[src/rtl/timer_pkg.sv]
// Shared constants for the Avalon interval timer: register addresses,
// CTRL/STATUS bit positions and the default bus width.
package timer_pkg;

    localparam int DATA_W_DEFAULT = 32;

    localparam logic [2:0] ADDR_CTRL     = 3'd0;
    localparam logic [2:0] ADDR_PERIOD   = 3'd1;
    localparam logic [2:0] ADDR_PRESCALE = 3'd2;
    localparam logic [2:0] ADDR_COUNT    = 3'd3;
    localparam logic [2:0] ADDR_STATUS   = 3'd4;
    localparam logic [2:0] ADDR_COMPARE  = 3'd5;

    localparam int CTRL_RUN  = 0;
    localparam int CTRL_CONT = 1;
    localparam int CTRL_IE   = 2;

    localparam int STAT_TO  = 0;
    localparam int STAT_RUN = 1;

endpackage

[src/rtl/timer_prescaler.sv]
// Prescale divider for the interval timer: presc_cnt runs 0..PRESCALE while
// enabled and produces a one-clock tick on the wrap cycle.
module timer_prescaler
    import timer_pkg::*;
#(
    parameter int PRESCALE_W = 16
) (
    input  logic                  clk,
    input  logic                  rst_n,
    input  logic                  i_enable,
    input  logic                  i_clear,
    input  logic [PRESCALE_W-1:0] i_prescale,
    output logic                  o_tick
);

    logic [PRESCALE_W-1:0] r_presc_cnt;
    logic                  w_wrap;

    assign w_wrap = (r_presc_cnt == i_prescale);
    assign o_tick = i_enable & w_wrap;

    // Clear has priority so a fresh start always begins a full prescale window.
    always_ff @(posedge clk or negedge rst_n) begin
        if (!rst_n) begin
            r_presc_cnt <= '0;
        end else if (i_clear) begin
            r_presc_cnt <= '0;
        end else if (i_enable) begin
            r_presc_cnt <= w_wrap ? '0 : r_presc_cnt + 1'b1;
        end
    end

endmodule

[src/rtl/avalon_interval_timer.sv]
// Avalon-MM interval timer: prescaled down-counter with level IRQ and a
// one-cycle timeout strobe. Optional PWM output/COMPARE register under TIMER_PWM_EN.
module avalon_interval_timer
    import timer_pkg::*;
#(
    parameter int DATA_W     = DATA_W_DEFAULT,
    parameter int PRESCALE_W = 16
) (
    input  logic              clk,
    input  logic              reset_n,
    input  logic [2:0]        avs_address,
    input  logic              avs_read,
    input  logic              avs_write,
    input  logic [DATA_W-1:0] avs_writedata,
    output logic [DATA_W-1:0] avs_readdata,
    output logic              irq,
    output logic              timeout_pulse
`ifdef TIMER_PWM_EN
    ,
    output logic              pwm_out
`endif
);

    logic [2:0]            r_ctrl;
    logic [DATA_W-1:0]     r_period;
    logic [PRESCALE_W-1:0] r_prescale;
    logic [DATA_W-1:0]     r_count;
    logic                  r_to;
    logic [DATA_W-1:0]     r_readdata;
    logic                  r_timeout_pulse;

    logic                  w_run;
    logic                  w_cont;
    logic                  w_ctrl_wr;
    logic                  w_status_wr;
    logic                  w_wr_run1;
    logic                  w_tick;
    logic                  w_expire;
    logic                  w_start;
    logic [DATA_W-1:0]     w_rd_mux;

    assign w_run       = r_ctrl[CTRL_RUN];
    assign w_cont      = r_ctrl[CTRL_CONT];
    assign w_ctrl_wr   = avs_write && (avs_address == ADDR_CTRL);
    assign w_status_wr = avs_write && (avs_address == ADDR_STATUS);
    assign w_wr_run1   = w_ctrl_wr && avs_writedata[CTRL_RUN];
    assign w_expire    = w_tick && (r_count == '0);
    // A reload happens on RUN 0->1, and also when a RUN=1 write lands on the
    // same cycle a one-shot expiry would otherwise stop the timer.
    assign w_start     = w_wr_run1 && (!w_run || (w_expire && !w_cont));

    timer_prescaler #(
        .PRESCALE_W (PRESCALE_W)
    ) u_prescaler (
        .clk        (clk),
        .rst_n      (reset_n),
        .i_enable   (w_run),
        .i_clear    (w_start),
        .i_prescale (r_prescale),
        .o_tick     (w_tick)
    );

    always_ff @(posedge clk or negedge reset_n) begin
        if (!reset_n) begin
            r_ctrl <= '0;
        end else if (w_ctrl_wr) begin
            r_ctrl <= avs_writedata[2:0];
        end else if (w_expire && !w_cont) begin
            r_ctrl[CTRL_RUN] <= 1'b0;
        end
    end

    always_ff @(posedge clk or negedge reset_n) begin
        if (!reset_n) begin
            r_period   <= '0;
            r_prescale <= '0;
        end else if (avs_write) begin
            if (avs_address == ADDR_PERIOD) begin
                r_period <= avs_writedata;
            end
            if (avs_address == ADDR_PRESCALE) begin
                r_prescale <= avs_writedata[PRESCALE_W-1:0];
            end
        end
    end

    // One-shot expiry leaves count at 0; continuous expiry reloads PERIOD.
    always_ff @(posedge clk or negedge reset_n) begin
        if (!reset_n) begin
            r_count <= '0;
        end else if (w_start) begin
            r_count <= r_period;
        end else if (w_expire) begin
            if (w_cont) begin
                r_count <= r_period;
            end
        end else if (w_tick) begin
            r_count <= r_count - 1'b1;
        end
    end

    always_ff @(posedge clk or negedge reset_n) begin
        if (!reset_n) begin
            r_to            <= 1'b0;
            r_timeout_pulse <= 1'b0;
        end else begin
            r_timeout_pulse <= w_expire;
            if (w_expire) begin
                r_to <= 1'b1;
            end else if (w_status_wr && avs_writedata[STAT_TO]) begin
                r_to <= 1'b0;
            end
        end
    end

`ifdef TIMER_PWM_EN
    logic [DATA_W-1:0] r_compare;
    logic              r_pwm;

    always_ff @(posedge clk or negedge reset_n) begin
        if (!reset_n) begin
            r_compare <= '0;
            r_pwm     <= 1'b0;
        end else begin
            if (avs_write && (avs_address == ADDR_COMPARE)) begin
                r_compare <= avs_writedata;
            end
            r_pwm <= w_run & (r_count < r_compare);
        end
    end

    assign pwm_out = r_pwm;
`endif

    always_comb begin
        w_rd_mux = '0;
        case (avs_address)
            ADDR_CTRL:     w_rd_mux[2:0] = r_ctrl;
            ADDR_PERIOD:   w_rd_mux = r_period;
            ADDR_PRESCALE: w_rd_mux[PRESCALE_W-1:0] = r_prescale;
            ADDR_COUNT:    w_rd_mux = r_count;
            ADDR_STATUS: begin
                w_rd_mux[STAT_TO]  = r_to;
                w_rd_mux[STAT_RUN] = w_run;
            end
`ifdef TIMER_PWM_EN
            ADDR_COMPARE:  w_rd_mux = r_compare;
`endif
            default:       w_rd_mux = '0;
        endcase
    end

    always_ff @(posedge clk or negedge reset_n) begin
        if (!reset_n) begin
            r_readdata <= '0;
        end else if (avs_read) begin
            r_readdata <= w_rd_mux;
        end
    end

    assign avs_readdata  = r_readdata;
    assign timeout_pulse = r_timeout_pulse;
    assign irq           = r_to & r_ctrl[CTRL_IE];

endmodule
[config.mk]
export PLATFORM = sky130hd
export DESIGN_NAME = avalon_interval_timer
export DESIGN_NICKNAME = d
export VERILOG_FILES = /design/src/rtl/timer_pkg.sv /design/src/rtl/timer_prescaler.sv /design/src/rtl/avalon_interval_timer.sv
export SDC_FILE = /design/constraint.sdc
export NUM_CORES = 1
export LEC_CHECK = 0
export CAP_MARGIN = 10
export CORE_AREA = 2 2 134 136
export CTS_BUF_LIST = sky130_fd_sc_hd__clkbuf_8
export DETAILED_ROUTE_END_ITERATION = 10
export DIE_AREA = 0 0 136 138
export SYNTH_ARGS = -nofsm -noshare
export SYNTH_HDL_FRONTEND = slang
export SYNTH_SLANG_ARGS = --single-unit
[constraint.sdc]
create_clock -name clk -period 2.3 [get_ports clk]
set_input_delay 0.46 -clock clk [delete_from_list [all_inputs] [get_ports clk]]
set_output_delay 0.46 -clock clk [all_outputs]
set_load 0.02 [all_outputs]
# After elaboration in Yosys (flattened, before gate mapping)
# Cells that the tools add are included.
dict set report word_totals {
  ff_bits 133
  in_bits 39
  output_inout_bits 34
  elab_cells 53
}
dict set report classes {
  n_addsub 2
  n_eq_ne 6
  mux 15
  bitwise_logic 2
  n_reduce_logical 19
}
# operator n
set ops {}
lappend ops {{2-to-1 mux 32 bit} 4}
lappend ops {{2-to-1 mux 16 bit} 3}
lappend ops {{case mux 13 bit (3 select lines)} 1}
lappend ops {{zero test 32 bit} 1}
lappend ops {{case mux 16 bit (2 select lines)} 1}
lappend ops {{subtractor 32 x 1 -> 32 bit (second input constant)} 1}
lappend ops {{adder 16 x 1 -> 16 bit (second input constant)} 1}
lappend ops {{equality test 16 bit} 1}
lappend ops {{case mux 2 bit (5 select lines)} 1}
lappend ops {{logical AND 1 bit} 7}
lappend ops {{equality test 3 x 2 -> 1 bit (second input constant)} 2}
lappend ops {{AND reduction 2 bit} 3}
lappend ops {{nonzero test 2 bit} 3}
lappend ops {{2-to-1 mux 1 bit} 4}
lappend ops {{case mux 1 bit (4 select lines)} 1}
lappend ops {{equality test 3 x 1 -> 1 bit (second input constant)} 1}
lappend ops {{equality test 3 bit (second input constant)} 1}
lappend ops {{zero test 3 bit} 1}
lappend ops {{inequality test 3 x 2 -> 1 bit (second input constant)} 1}
lappend ops {{nonzero test 3 bit} 1}
lappend ops {{AND 1 bit} 2}
lappend ops {{zero test 1 bit} 2}
lappend ops {{logical OR 1 bit} 1}

# Logic depth before layout (Yosys ltp)
dict set report logic_depth {
  ltp_word 8
  depth_mapped 12
  ltp_nobuf 9
}

# Modules after synthesis
# Synthesis repeated with hierarchy kept, for this count alone.
dict set report hier_totals {
  hier_cells 671
  hier_area_um2 6929.1
}
# module instances cells_per_inst area_per_inst_um2
set modules_own_cells {}
lappend modules_own_cells {avalon_interval_timer 1 568 5893.2}
lappend modules_own_cells {timer_prescaler 1 103 1036.0}

# Least setup slack after synthesis
# OpenSTA, ideal clock, no wires.
dict set report synth_path {
  path_kind {register to register}
  from {register r_count[23]}
  to {register r_count[29]}
  setup_time_ps 134
  arrival_time_ps 2149
  t_required_ps 2166
  setup_slack_ps 17
  stages_incl_launch_ff 10
  n_path_buf 3
  synth_period_minus_slack_ps 2283
  cell_sequence {dfrtp_1 or4_1 buf_2 nor4_4 nand4_1 o21ai_2 buf_4 buf_6 mux2i_1 a21oi_1}
}
dict set report synth_via {
  elab_chain_len 7
}
# element line_no
set synth_lines {}
lappend synth_lines {{from (decl)} avalon_interval_timer.sv:27} ;# logic [DATA_W-1:0] r_count;
lappend synth_lines {{from (signal assigned)} avalon_interval_timer.sv:92} ;# r_count <= r_period;
lappend synth_lines {{from (signal assigned)} avalon_interval_timer.sv:95} ;# r_count <= r_period;
lappend synth_lines {{from (signal assigned)} avalon_interval_timer.sv:98} ;# r_count <= r_count - 1'b1;
lappend synth_lines {{parallel branches: the longest is 7 deep, another holds subtractor 32 x 1 -> 32 bit} --}
# Parallel ways; which one is timed is not known. The select of a mux whose other input is x is not followed.
# A chain may end at the register's enable or synchronous reset.

# Final worst setup path
dict set report layout_path {
  from {register r_count[21]}
  to {register r_count[22]}
}
# Same word-level chain as after synthesis.

==> results.md <==
Floorplanning:
- The die extent in y is ~140 um.
- The core region is 17,500 um^2.
- The placement row count is 49.
- Once the floorplan was initialized, standard cells occupied 38.6% of the core.
- between 70 and 80 I/O pins were placed.
- The floorplan die area is 18,800 um^2.
- The floorplan die width is 136 um.

Outcome:
- The run finished, with violations left.
- The checks that failed: setup timing.

Layout:
- The total non-filler cell area in the finished layout is approximately 9700 um^2.
- The fraction of layout instances using a drive strength above 1 is around 33%.
- Relative to the synthesized area, the layout overhead comes to 42.9%.
- The number of filler cells placed in the layout is between 1,500 and 2,000.
- The number of nets in the layout is between 900 and 1,000.
- 0 antenna diodes ended up in the layout.

STA:
- The number of pins with negative max-slew slack in the final report was 0.
- The final critical delay including setup and external delays is 2370 ps.
- For this run, the top clock speed supported by timing is between 400 and 500 MHz.
- The clock skew after layout is 11.8 ps.
- The slack of the critical path is -72.4 ps.
- The pin slew with the least headroom to its limit is 529 ps.
- In this run the tightest slew margin relative to its limit is 64.7%.
- Setup repair after global routing could not meet its margin everywhere.
- The smallest hold slack is 501 ps.
- The final count of hold timing violations is 0.
- Dividing the final minimum period by the clock period gives 103%.
- Setup violations remaining at the end of the flow were counted as 27.

Run:
- The max-cap check violation count is 0.

Synthesis:
- Among all flip-flop cells after synthesis, the most frequent one is sky130_fd_sc_hd__dfrtp_1.
- The number of synthesized flops with an enable pin is 0.
- The synthesized net count is 729.
- The synthesized netlist cell count is 688.
- Of all flip-flops after synthesis, the portion carrying an async set or reset was 100%.
- The synthesized area per cell is 9.84 um^2.
- The summed instance area of the synthesized netlist is between 6000 and 7000 um^2.
- The post-synthesis sequential element count is 133.
- The Yosys step of the flow raised 0 warnings.
- The count of distinct cell types in the synthesized netlist is 55.
- The sequential cell area fraction in the yosys report is 49.1%.

Setup path:
- The maximum fanout along the worst path is 7.
- The worst setup path is captured at a flop.
- STA classifies the critical path startpoint as a flop.
- The setup path with the least slack is of type flop to flop.
- The data arrival time of the critical path is 2720 ps.
- Across all register-to-register paths, the minimum setup slack is -70 ps.
- The worst register-to-register path ends at r_count[22]$_DFFE_PN0P_.
- The critical path data required time is roughly 2700 ps.
- Tracing the worst setup path back leads to its startpoint at r_count[21]$_DFFE_PN0P_.
- The worst reg-to-reg path cell count is 9.
- The beginning of the worst register-to-register path is r_count[21]$_DFFE_PN0P_.

Global routing:
- Entering global routing, the biggest net connects 55 pins.
- The first-pass GRT wire length is 31.0 mm.
- Global routing finished with a remaining overflow of 0.
- The number of antenna violations at the first check in global routing is 0.
- The global routing usage summed across all routing layers is 20.9%.
- The number of global-route vias before repair is between 6,000 and 7,000.

Placed design:
- The count of buffers added on input and output ports is 72.
- The wire-length estimate of the detail-placed layout is 13.7 mm.
- The weighted congestion reported at the end of routability-driven placement is 0.857.
- Summing all placed instances gives a cell area of 8670 um^2.
- Timing analysis after detailed placement gives a worst setup slack of -335 ps.

Power and ir drop:
- In this run the power density over the cells is 866 nW/um^2.
- Across the VDD grid, the largest voltage drop is between 400 and 500 uV.
- In this run the static leakage power is roughly 4 nW.

Route:
- The via density per instance is 5.31.
- The via count is 5,957.
- The total wirelength of the detailed-routed design is 19.3 mm.
- Before antenna repair, the detailed router went through 5 iterations.
- In the final routed layout, each cell accounts on average for 17.2 um.
- The detail route stage leaves a number of antenna-violating nets equal to 0.
- For this run, design rule violations remaining after detail routing come to 0.
- For this block, the initial DRC count from the detailed router was 380.

Clocking:
- The number of buffers inserted during clock tree synthesis is 17.
- The later pin in the worst-skew pair is clocked with a latency of between 400 and 500 ps.
- Counting every sink on the clock net gives around 130.
- The buffer depth of the longest clock path is 2.
- The TritonCTS clock tree is done.
- The number of levels the H-tree was split into is 4.
- The clock root buffer is sky130_fd_sc_hd__clkbuf_8.
- The clock-pin slew reported for the worst setup and hold paths after clock tree synthesis is 80 ps.

Hold path:
- The worst hold-check path type is input port to asynchronous set/reset pin.
-- cell usage after synthesis (3+ instances only) --
library cell	count	area, um^2
sky130_fd_sc_hd__dfrtp_1	133	3330
sky130_fd_sc_hd__mux2_2	62	698
sky130_fd_sc_hd__a21oi_1	57	285
sky130_fd_sc_hd__nor2_1	53	199
sky130_fd_sc_hd__nand2_1	51	191
sky130_fd_sc_hd__o21ai_0	44	220
sky130_fd_sc_hd__a22oi_1	30	225
sky130_fd_sc_hd__clkbuf_1	27	101
sky130_fd_sc_hd__o21ai_1	25	125
sky130_fd_sc_hd__nor3_1	23	115
sky130_fd_sc_hd__inv_1	21	78.8
sky130_fd_sc_hd__xnor2_1	20	175
sky130_fd_sc_hd__nand3_1	13	65.1
sky130_fd_sc_hd__o22ai_1	13	81.3
sky130_fd_sc_hd__buf_2	10	50.1
sky130_fd_sc_hd__nand4_1	10	62.6
sky130_fd_sc_hd__or3_1	10	62.6
sky130_fd_sc_hd__nor4_1	8	50.1
sky130_fd_sc_hd__nor2b_1	7	43.8
sky130_fd_sc_hd__mux2i_1	5	50.1
sky130_fd_sc_hd__and2_1	4	25.0
sky130_fd_sc_hd__buf_1	4	15.0
sky130_fd_sc_hd__buf_4	4	30.0
sky130_fd_sc_hd__or2_2	4	25.0
sky130_fd_sc_hd__a21o_1	3	22.5
sky130_fd_sc_hd__and3_1	3	18.8
sky130_fd_sc_hd__nand2b_1	3	18.8
sky130_fd_sc_hd__o211ai_1	3	22.5
sky130_fd_sc_hd__or4_1	3	22.5
-- critical path, cell delays in order (launching register included) --
cell                        delay, ps
sky130_fd_sc_hd__dfrtp_1          390
sky130_fd_sc_hd__or4_4            570
sky130_fd_sc_hd__nor4_4           260
sky130_fd_sc_hd__nand4_1          200
sky130_fd_sc_hd__o21ai_4          250
sky130_fd_sc_hd__buf_12           180
sky130_fd_sc_hd__clkbuf_16        160
sky130_fd_sc_hd__nor3_2            40
sky130_fd_sc_hd__a21oi_1          150
sky130_fd_sc_hd__o21ai_1           70
-- registers in the layout (all words and copies together) (netlist names) --
signal and flops:
r_count 32, r_ctrl 3, timeout_pulse 1, r_to 1
u_prescaler.r_presc_cnt 16, r_prescale 16, r_period 32, avs_readdata 32
-- worst max-delay path by stage --
stage,endpoint,slack (ps),depth (start not counted)
after floorplan,r_count[29]$_DFFE_PN0P_,20,9
after global placement,r_count[5]$_DFFE_PN0P_,-270,10
after detailed placement,u_prescaler.r_presc_cnt[13]$_DFFE_PN0P_,-340,8
after CTS,r_count[12]$_DFFE_PN0P_,-40,8
after global routing,r_count[7]$_DFFE_PN0P_,-200,9
final,r_count[22]$_DFFE_PN0P_,-70,9
-- power breakdown --
part           switching, W  leakage, nW  internal (W)  total [W]
registers          0.000391         1.68       0.00279    0.00318
clock network      0.000964        0.238       0.00149    0.00245
logic               0.00130         2.10       0.00144    0.00274
-- stage by stage --
step                      instances  total power (W)  utilization (%)  setup TNS, ps
after global routing           1122          0.00888             55.2          -5210
after detailed placement       1071          0.00571             49.5         -19220
after floorplan                 688          0.00445                -              0
after global placement         1071          0.00564             49.5         -15370
after CTS                      1114          0.00830             53.6           -269
final                          1122          0.00838             55.2          -1000
-- cell usage in the layout, fill, tap and decap left out, drive strengths merged, types with 2 or more instances in the layout --
cell,instances
buf,146
dfrtp,133
o21ai,71
clkdlybuf4s50,70
mux2,64
a21oi,57
nor2,53
nand2,51
a22oi,30
nor3,24
clkbuf,23
inv,22
xnor2,20
nand3,13
o22ai,13
or3,10
nand4,10
nor4,10
nor2b,7
bufinv,6
mux2i,5
and2,5
or2,4
or4,4
o211ai,4
and3,3
nand2b,3
a21o,3
clkinvlp,3
nand3b,2
or3b,2
o31ai,2
a22o,2
ha,2
nor3b,2
-- repair_timing --
item                                    in CTS  in global routing
pin swaps                                   18                 16
endpoints found under the setup margin      34                 34
cloned                                       1                  6
hold buffers                                 1                  0
endpoints found under the hold margin       29                  0
buffers inserted                            10                  4
gates resized for setup                     33                 49
-- cells by family after synthesis --
group,Yosys count,synth area share [%]
flops,133,49.1
buf+inv,67,4.23
mux,70,11.7
compound gates,189,16.3
fa+ha+maj,2,0.369
simple gates,206,15.5
xor+xnor,21,2.72
-- cell type report --
type,instances,area (um^2),share of cell area (%)
clock inverters,11,220,2.28
multi-input cells,488,3390,35.0
flip-flops and latches,133,3330,34.4
well taps,229,287,2.96
inverters,21,78.8,0.815
repair buffers,220,2100,21.7
clock buffers,20,275,2.84
-- layer usage --
| layer | GRT usage [%] | vias to the layer above | wire [um] |
|---|---|---|---|
| li1 | - | 2867 | - |
| met3 | 3.85 | 34 | 740 |
| met1 | 27.5 | 2934 | 8460 |
| met5 | 0 | - | 0 |
| met4 | 6.80 | 0 | 403 |
| met2 | 34.9 | 122 | 9670 |
No activity file was read; power rests on OpenSTA's default activity.
